[src/rtl/vga_bn_pkg.sv]
// Shared constants and types for the VGA battleship display blocks.
package vga_bn_pkg;

  localparam int N_SHIPS  = 5;
  localparam int POS_W    = 64;
  localparam int V_ACTIVE = 480;

  localparam int SHIP_SUBMARINO     = 0;
  localparam int SHIP_CRUZADOR      = 1;
  localparam int SHIP_HIDROAVIAO    = 2;
  localparam int SHIP_ENCOURACADO   = 3;
  localparam int SHIP_PORTA_AVIOES  = 4;

  typedef enum logic [1:0] {
    IDLE,
    COMMIT,
    DONE
  } state_t;

endpackage

[src/rtl/vga_frame_sync.sv]
// Vertical-blank start detector plus the optional blink frame counter.
// Blink logic is built only when VGA_FRAME_POS_BLINK_EN is defined.
module vga_frame_sync
  import vga_bn_pkg::*;
#(
  parameter int BLINK_FRAMES = 16
) (
  input  logic               clk,
  input  logic               rst_n,
  input  logic [9:0]         i_linha,
  input  logic [9:0]         i_coluna,
  input  logic [N_SHIPS-1:0] i_hit_mask,
  output logic               o_vblank_start,
  output logic [N_SHIPS-1:0] o_vis_mask
);

  logic r_vblank;

  always_ff @(posedge clk or negedge rst_n) begin
    if (!rst_n) begin
      r_vblank <= 1'b0;
    end else begin
      r_vblank <= (i_linha == 10'(V_ACTIVE)) && (i_coluna == 10'd0);
    end
  end

  assign o_vblank_start = r_vblank;

`ifdef VGA_FRAME_POS_BLINK_EN
  localparam int CW = (BLINK_FRAMES > 1) ? $clog2(BLINK_FRAMES) : 1;

  logic [CW-1:0]      r_frame_cnt;
  logic               r_blink_phase;
  logic [N_SHIPS-1:0] r_vis;

  // The mask for a frame uses the phase in force before this vblank's wrap.
  always_ff @(posedge clk or negedge rst_n) begin
    if (!rst_n) begin
      r_frame_cnt   <= '0;
      r_blink_phase <= 1'b1;
      r_vis         <= '1;
    end else if (r_vblank) begin
      r_vis <= ~i_hit_mask | {N_SHIPS{r_blink_phase}};
      if (r_frame_cnt == CW'(BLINK_FRAMES - 1)) begin
        r_frame_cnt   <= '0;
        r_blink_phase <= ~r_blink_phase;
      end else begin
        r_frame_cnt <= r_frame_cnt + 1'b1;
      end
    end
  end

  assign o_vis_mask = r_vis;
`else
  logic w_unused_cfg;
  assign w_unused_cfg = (^i_hit_mask) ^ (BLINK_FRAMES > 0);
  assign o_vis_mask   = '1;
`endif

endmodule

[src/rtl/vga_frame_pos_ctrl.sv]
// Double-buffered ship position bank, committed to the renderers at vblank start.
// Optional blink gating via VGA_FRAME_POS_BLINK_EN (see vga_frame_sync).
module vga_frame_pos_ctrl
  import vga_bn_pkg::*;
#(
  parameter int BLINK_FRAMES = 16
) (
  input  logic                     clk,
  input  logic                     rst_n,
  input  logic [9:0]               linha,
  input  logic [9:0]               coluna,
  input  logic                     upd_valid,
  output logic                     upd_ready,
  input  logic [2:0]               upd_id,
  input  logic [POS_W-1:0]         upd_pos,
  output logic [N_SHIPS*POS_W-1:0] pos_out,
  output logic                     frame_committed,
  output logic                     upd_err,
  input  logic [N_SHIPS-1:0]       hit_mask,
  output logic [N_SHIPS-1:0]       vis_mask
);

  state_t                          r_state;
  logic [2:0]                      r_idx;
  logic [N_SHIPS-1:0]              r_dirty;
  logic [N_SHIPS-1:0][POS_W-1:0]   r_shadow;
  logic [N_SHIPS-1:0][POS_W-1:0]   r_live;
  logic                            r_ready;
  logic                            r_committed;
  logic                            r_err;

  logic                            w_vblank;
  logic                            w_xfer;
  logic                            w_id_ok;
  logic [N_SHIPS-1:0]              w_set;

  vga_frame_sync #(
    .BLINK_FRAMES (BLINK_FRAMES)
  ) u_sync (
    .clk            (clk),
    .rst_n          (rst_n),
    .i_linha        (linha),
    .i_coluna       (coluna),
    .i_hit_mask     (hit_mask),
    .o_vblank_start (w_vblank),
    .o_vis_mask     (vis_mask)
  );

  assign w_xfer  = upd_valid && r_ready;
  assign w_id_ok = upd_id < 3'(N_SHIPS);

  always_comb begin
    w_set = '0;
    if (w_xfer && w_id_ok) begin
      w_set[upd_id] = 1'b1;
    end
  end

  always_ff @(posedge clk or negedge rst_n) begin
    if (!rst_n) begin
      r_shadow <= '0;
    end else begin
      for (int i = 0; i < N_SHIPS; i++) begin
        if (w_set[i]) begin
          r_shadow[i] <= upd_pos;
        end
      end
    end
  end

  always_ff @(posedge clk or negedge rst_n) begin
    if (!rst_n) begin
      r_err <= 1'b0;
    end else if (w_xfer && !w_id_ok) begin
      r_err <= 1'b1;
    end
  end

  // A write landing on the vblank cycle is folded into the dirty check so it
  // joins this frame's commit; the shadow copy is readable by the first COMMIT cycle.
  always_ff @(posedge clk or negedge rst_n) begin
    if (!rst_n) begin
      r_state     <= IDLE;
      r_idx       <= '0;
      r_dirty     <= '0;
      r_live      <= '0;
      r_ready     <= 1'b0;
      r_committed <= 1'b0;
    end else begin
      r_committed <= 1'b0;
      case (r_state)
        IDLE: begin
          r_dirty <= r_dirty | w_set;
          if (w_vblank && ((r_dirty | w_set) != '0)) begin
            r_state <= COMMIT;
            r_idx   <= '0;
            r_ready <= 1'b0;
          end else begin
            r_ready <= 1'b1;
          end
        end
        COMMIT: begin
          if (r_dirty[r_idx]) begin
            r_live[r_idx]  <= r_shadow[r_idx];
            r_dirty[r_idx] <= 1'b0;
          end
          if (r_idx == 3'(N_SHIPS - 1)) begin
            r_state     <= DONE;
            r_committed <= 1'b1;
          end else begin
            r_idx <= r_idx + 1'b1;
          end
        end
        DONE: begin
          r_state <= IDLE;
          r_ready <= 1'b1;
        end
        default: begin
          r_state <= IDLE;
          r_ready <= 1'b0;
        end
      endcase
    end
  end

  assign pos_out         = r_live;
  assign upd_ready       = r_ready;
  assign frame_committed = r_committed;
  assign upd_err         = r_err;

endmodule

[config.mk]
export PLATFORM = sky130hd
export DESIGN_NAME = vga_frame_pos_ctrl
export DESIGN_NICKNAME = d
export VERILOG_FILES = /design/src/rtl/vga_bn_pkg.sv /design/src/rtl/vga_frame_sync.sv /design/src/rtl/vga_frame_pos_ctrl.sv
export SDC_FILE = /design/constraint.sdc
export NUM_CORES = 1
export LEC_CHECK = 0
export ABC_AREA = 0
export CORE_UTILIZATION = 55
export CTS_BUF_LIST = sky130_fd_sc_hd__clkbuf_8
export DETAILED_ROUTE_END_ITERATION = 6
export PLACE_DENSITY = 0.81
export RECOVER_POWER = 100
export SLEW_MARGIN = 20
export SYNTH_ARGS = -nofsm -noshare
export SYNTH_HDL_FRONTEND = slang
export SYNTH_SLANG_ARGS = --single-unit
[constraint.sdc]
create_clock -name clk -period 2.3 [get_ports clk]
set_input_delay 0.46 -clock clk [delete_from_list [all_inputs] [get_ports clk]]
set_output_delay 0.46 -clock clk [all_outputs]
set_load 0.1 [all_outputs]
==> results.cfg, run 1 <==
[logic_synthesis]
synthFlopType = dfrtp_1
synth-seq-area-share = 0.5857
synth_edf_count = 0
yosysWarnings = 0
syn_area_sq_mm = 0.02794
syn_avg_cell_area_sq_um = 13.45
synth_seq_cells = 654
ys_types = 42
netlist_instances = 2077
synthArstFlopShare = 1.000

[setup_path]
cp-start-kind = flop
timing.rr.end = pos_out[289]
critPathCaptureType = flop
crit_slowest_cell = dfrtp_4
cp_data_arrival_time_ns = 2.72
crit_type = reg -> reg
r2r_cells = 4
path_max_fanout = 15
timing.critical_path.cells = inv_1, clkbuf_2, a32oi_1, mux2i_1
cp.required_ns = 2.92
r2r_start = r_idx[1]
r2r_setup_slack_ns = 0.20
cp_slowest_stage_delay_ns = 0.59

[grt]
antenna_found_initial = 10
grtUsageTotal = 0.2847
grt_first_pass_wirelength_um = 112100
overflow = 0
grt_pass1_vias = 19620
grt_max_degree = 92

[die]
fp.dieH_um = 227.4
core_area_sq_mm = 0.05017
start_util = 0.5569
dieArea_sq_mm = 0.05171
dieWidth_um = 227.4
rows = 82
ioPinCount = 423

[layout]
nets = 2631
syn_to_final_growth_pct = 20.16
drive_gt1_frac = 0.2366
postLayoutCoreUtil = 0.6692

[run_status]
outcome = completed

[run]
cap_violations = 0

[timing]
setup_viol = 0
finalClockSkew_ns = 0.05290
period_minus_slack_ns = 2.096
setup_ws_ns = 0.2038
holdWs_ns = 0.2368
rsz0062_at_grt = false
final-max-slew-violation-count = 0
timing.fmax_ghz = 0.4771
maxSlewHeadroom = 0.1807
fin_crit_sh = 0.9114
tightest_slew_ns = 1.229
hold_viol = 0
finalSetupTns_ns = 0

[clock_tree]
cts.htree.levels = 3
cts.sinks = 654
clock-root-buffer = clkbuf_8
cts-buffers-inserted = 105
clkLatencyLatePin_ns = 0.72
cts_tree = built
cts_max_path_buffers = 3
cts_setup_buffers = 0
clk_pin_slew_ns = 0.06

[route]
route.detailed.drc = 0
antenna_left = 0
wl_per_cell_um = 21.90
vias = 18310
first_pass_iters = 5
routed_wl_um = 72290
drtIter0Drc = 1022
vias_per_cell = 5.548

[pwr]
total_power_w = 0.02608
power_density_mw_per_mm2 = 776.8
p_leak_nw = 14.85
peakVddDrop_mv = 0.6012

[placed_design]
dp_slack_ns = 0.02656
finalWeightedCongestion = 0.8065
place_hpwl_um = 47720
place.port_buffers = 412

[min_path]
hold_path_class = in -> async
[placed cells by master, fill, tap and decap left out, drive strengths merged, types with 3 or more instances in the layout]
| cell type | count |
|---|---|
| mux2 | 384 |
| a32oi | 129 |
| diode | 8 |
| a31oi | 5 |
| nor2 | 11 |
| nand3 | 3 |
| clkdlybuf4s50 | 87 |
| nor2b | 71 |
| clkinv | 24 |
| buf | 44 |
| a21oi | 3 |
| and2 | 4 |
| bufinv | 7 |
| nand2 | 5 |
| conb | 5 |
| inv | 349 |
| nor4 | 3 |
| and4 | 3 |
| dfrtp | 654 |
| clkbuf | 483 |
| mux2i | 320 |
[kinds of logic after synthesis]
kind of cell,Yosys count,share of synthesized area
multiplexers,704,0.2694
flip-flops,654,0.5857
buffers and inverters,457,0.07402
AO/OA/AOI/OAI,147,0.04514
AND/OR/NAND/NOR,112,0.02472
adder cells (fa/ha/maj),2,0.0008954
other,1,0.0001342
[metal layers]
| layer | vias up | routed length [um] | global-route usage |
|---|---|---|---|
| li1 | 8051 | - | - |
| met1 | 9544 | 30210 | 0.3703 |
| met2 | 593 | 35880 | 0.4683 |
| met3 | 117 | 4292 | 0.05898 |
| met4 | 8 | 1850 | 0.1121 |
| met5 | - | 56 | 0 |
[Yosys cell counts (10+ instances only)]
| library cell | instances | area [sq um] |
|---|---|---|
| a32oi_1 | 129 | 1130 |
| buf_2 | 54 | 270.3 |
| buf_4 | 26 | 195.2 |
| buf_6 | 25 | 281.5 |
| clkbuf_1 | 24 | 90.09 |
| dfrtp_1 | 654 | 16370 |
| inv_1 | 321 | 1205 |
| mux2_1 | 333 | 3750 |
| mux2_2 | 51 | 574.3 |
| mux2i_1 | 320 | 3203 |
| nor2_1 | 10 | 37.54 |
| nor2b_1 | 71 | 444.2 |
[state kept, by name, summed over array words and instances, names as in the netlist]
register               flops
r_shadow                 320
r_dirty                    5
pos_out                  320
r_idx                      3
r_state                    2
frame_committed            1
u_sync.o_vblank_start      1
upd_err                    1
upd_ready                  1
[through the flow]
step,cell area [sq um],cells
after floorplan,27960,2081
after global placement,32270,3098
after detailed placement,32270,3098
after CTS,34630,3293
after global routing,33570,3299
final,33570,3301
[critical path: cells and delay by family (launching register included)]
kind / cells / cell delay [ns]
buf+inv: 2 / 0.93
flops: 1 / 0.59
compound gates: 1 / 0.26
mux: 1 / 0.19
[repair_timing]
action	4_1_cts	5_1_grt
resized for setup	0	0
hold buffers	1	0
endpoints found under the setup margin	0	0
hold endpoints to repair	32	0
[worst max-delay path by stage]
stage / startpoint / end / slack (ns) / cells after the start
3_5_place_dp: upd_id[0] / r_shadow[37] / 0.03 / 5
6_report: r_idx[1] / pos_out[289] / 0.20 / 4
2_1_floorplan: upd_ready / r_shadow[270] / 0.03 / 5
4_1_cts: r_idx[1] / pos_out[183] / 0.02 / 3
5_1_grt: r_idx[1] / pos_out[280] / 0.13 / 4
3_3_place_gp: upd_id[0] / r_shadow[28] / 0.08 / 5
[cell type report]
type | count | area (sq um)
inverter | 323 | 1212
clock buffer | 136 | 1872
antenna | 8 | 20.02
fill | 3709 | 16600
tap | 672 | 840.8
clock inverter | 58 | 479.2
multi-input combinational | 970 | 9562
sequential | 654 | 16370
timing repair buffer | 480 | 3214
[power breakdown]
group	switching, W	total, W	leakage, nW	internal [W]
Clock	0.00471	0.0108	1.32	0.00613
Sequential	0.000610	0.0134	8.46	0.0128
Combinational	0.000814	0.00187	5.08	0.00106
No activity file was read; power rests on OpenSTA's default activity.
==> run 2: changes to the inputs <==
- CORE_MARGIN: not set -> 4
==> run 2 against run 1 <==
  * Die area up 5.3%
  * Cell count about the same
  * Critical path depth did not move
  * Global-route usage is 1.3 points lower
  * Critical path type unchanged
  * Highest routed layer unchanged
==> results.cfg, run 2 (synthesis gave the netlist of run 1 again) <==
[setup_path]
timing.critical_path.cells = and3b_1, and3b_1, clkbuf_4, mux2_1
path_max_fanout = 16
cp_slowest_stage_delay_ns = 0.53
cp-start-kind = flop
crit_buf_inv = 1
cp_common_cell = and3b_1
crit_type = reg -> reg
timing.rr.end = r_shadow[293]
cp.required_ns = 2.87
critPathCaptureType = flop
r2r_start = upd_ready
cp_data_arrival_time_ns = 2.75
crit_slowest_cell = and3b_1
cp_top_family = simple AND/OR/NAND/NOR gates
r2r_setup_slack_ns = 0.12
r2r_cells = 4

[placed_design]
dp_slack_ns = -0.03015
placed_cells = 3100
place_hpwl_um = 49780
place.port_buffers = 412
dpl_cell_area_sq_mm = 0.03231
finalWeightedCongestion = 0.8097

[pwr]
p_seq_frac = 0.523
power_density_mw_per_mm2 = 765.1
p_int_w = 0.01953
peakVddDrop_mv = 0.8286
total_power_w = 0.02560
p_leak_nw = 14.82
clock_power_share = 0.404
p_comb_frac = 0.074
switching_share = 0.2372
p_switching_w = 0.006071

[timing]
hold_viol = 0
setup_viol = 0
maxSlewHeadroom = 0.1579
timing.fmax_ghz = 0.4580
final-max-slew-violation-count = 0
finalSetupTns_ns = 0
tightest_slew_ns = 1.263
fin_crit_sh = 0.9494
setup_ws_ns = 0.1164
period_minus_slack_ns = 2.184
finalClockSkew_ns = 0.03536
rsz0062_at_grt = false

[clock_tree]
cts-buffers-inserted = 106
clock-root-buffer = clkbuf_8
clk_pin_slew_ns = 0.06
cts.htree.levels = 3
cts_max_path_buffers = 3
cts_tree = built
clkLatencyLatePin_ns = 0.72
cts_setup_buffers = 0
ctsResizeCount = 0
cts.sinks = 654
postCtsHoldBufs = 1

[die]
dieArea_sq_mm = 0.05447
rows = 82
start_util = 0.5569
dieWidth_um = 233.4
fp.dieH_um = 233.4
ioPinCount = 423
core_area_sq_mm = 0.05017

[layout]
final_cell_mix = dfrtp_1, inv_1, mux2_1
syn_to_final_growth_pct = 19.73
final_cells = 3302
ff_latch_area_sq_mm = 0.01637
drive_gt1_frac = 0.2333
finish.instance_area_sq_mm = 0.03346
nets = 2634
multiInputGateArea_sq_mm = 0.009588
n_fill_cell = 3670
layout_commonest_cell = dfrtp_1

[route]
route.detailed.drc = 0
vias = 18340
routed_wl_um = 74220
vias_per_cell = 5.554
wl_per_cell_um = 22.48
antenna_left = 0
drtIter0Drc = 935
first_pass_iters = 5

[grt]
grt_first_pass_wirelength_um = 114300
grt_max_degree = 90
overflow = 0
antenna_found_initial = 10
grt_pass1_vias = 20050
grtUsageTotal = 0.2715

[min_path]
hold_path_class = in -> async

[run_status]
outcome = completed

[run]
cap_violations = 0
-- run 2: per-stage QoR --
| step | hold slack (ns) | utilization |
|---|---|---|
| 3_5_place_dp | 0.4479 | 0.6440 |
| 4_1_cts | 0.2766 | 0.6890 |
| 6_report | 0.2667 | 0.6668 |
| 2_1_floorplan | 0.1644 | - |
| 3_3_place_gp | 0.4494 | 0.6440 |
| 5_1_grt | 0.2626 | 0.6667 |
-- run 2: final cells by class --
| cell class | count | share of cell area |
|---|---|---|
| Antenna cell | 7 | 0.0005236 |
| Clock buffer | 134 | 0.05513 |
| Inverter | 323 | 0.03624 |
| Multi-Input combinational cell | 970 | 0.2866 |
| Timing Repair Buffer | 482 | 0.09499 |
| Clock inverter | 60 | 0.01204 |
| Tap cell | 672 | 0.02513 |
| Sequential cell | 654 | 0.4894 |
-- run 2: how the worst max path moves through the flow --
stage / cells after the start / endpoint / slack (ns) / startpoint
2_1_floorplan: 5 / r_shadow[270] / 0.03 / upd_ready
3_3_place_gp: 5 / r_shadow[274] / 0.02 / upd_valid
3_5_place_dp: 5 / r_shadow[262] / -0.03 / upd_valid
4_1_cts: 3 / pos_out[189] / 0.02 / r_idx[1]
5_1_grt: 4 / r_shadow[291] / 0.07 / upd_ready
6_report: 4 / r_shadow[293] / 0.12 / upd_ready
-- run 2: power groups by stage --
| stage | clock network (W) | logic, W | registers (W) |
|---|---|---|---|
| after global placement | 0 | 0.00181 | 0.0134 |
| after global routing | 0.0111 | 0.00211 | 0.0135 |
| after CTS | 0.0105 | 0.00197 | 0.0134 |
| final | 0.0103 | 0.00189 | 0.0134 |
| after floorplan | 0 | 0.00124 | 0.0133 |
| after detailed placement | 0 | 0.00196 | 0.0136 |
-- run 2: routing by layer --
metal / GRT usage / share of wire
met1: 0.3454 / 0.41
met2: 0.4585 / 0.50
met3: 0.06561 / 0.062
met4: 0.09339 / 0.028
met5: 0 / 0.00071
==> run 3: changes to the inputs <==
- CTS_CLUSTER_SIZE: not set -> 25
==> results of run 3 <==
The final DEF is identical to that of run 2; final timing and power are the same.
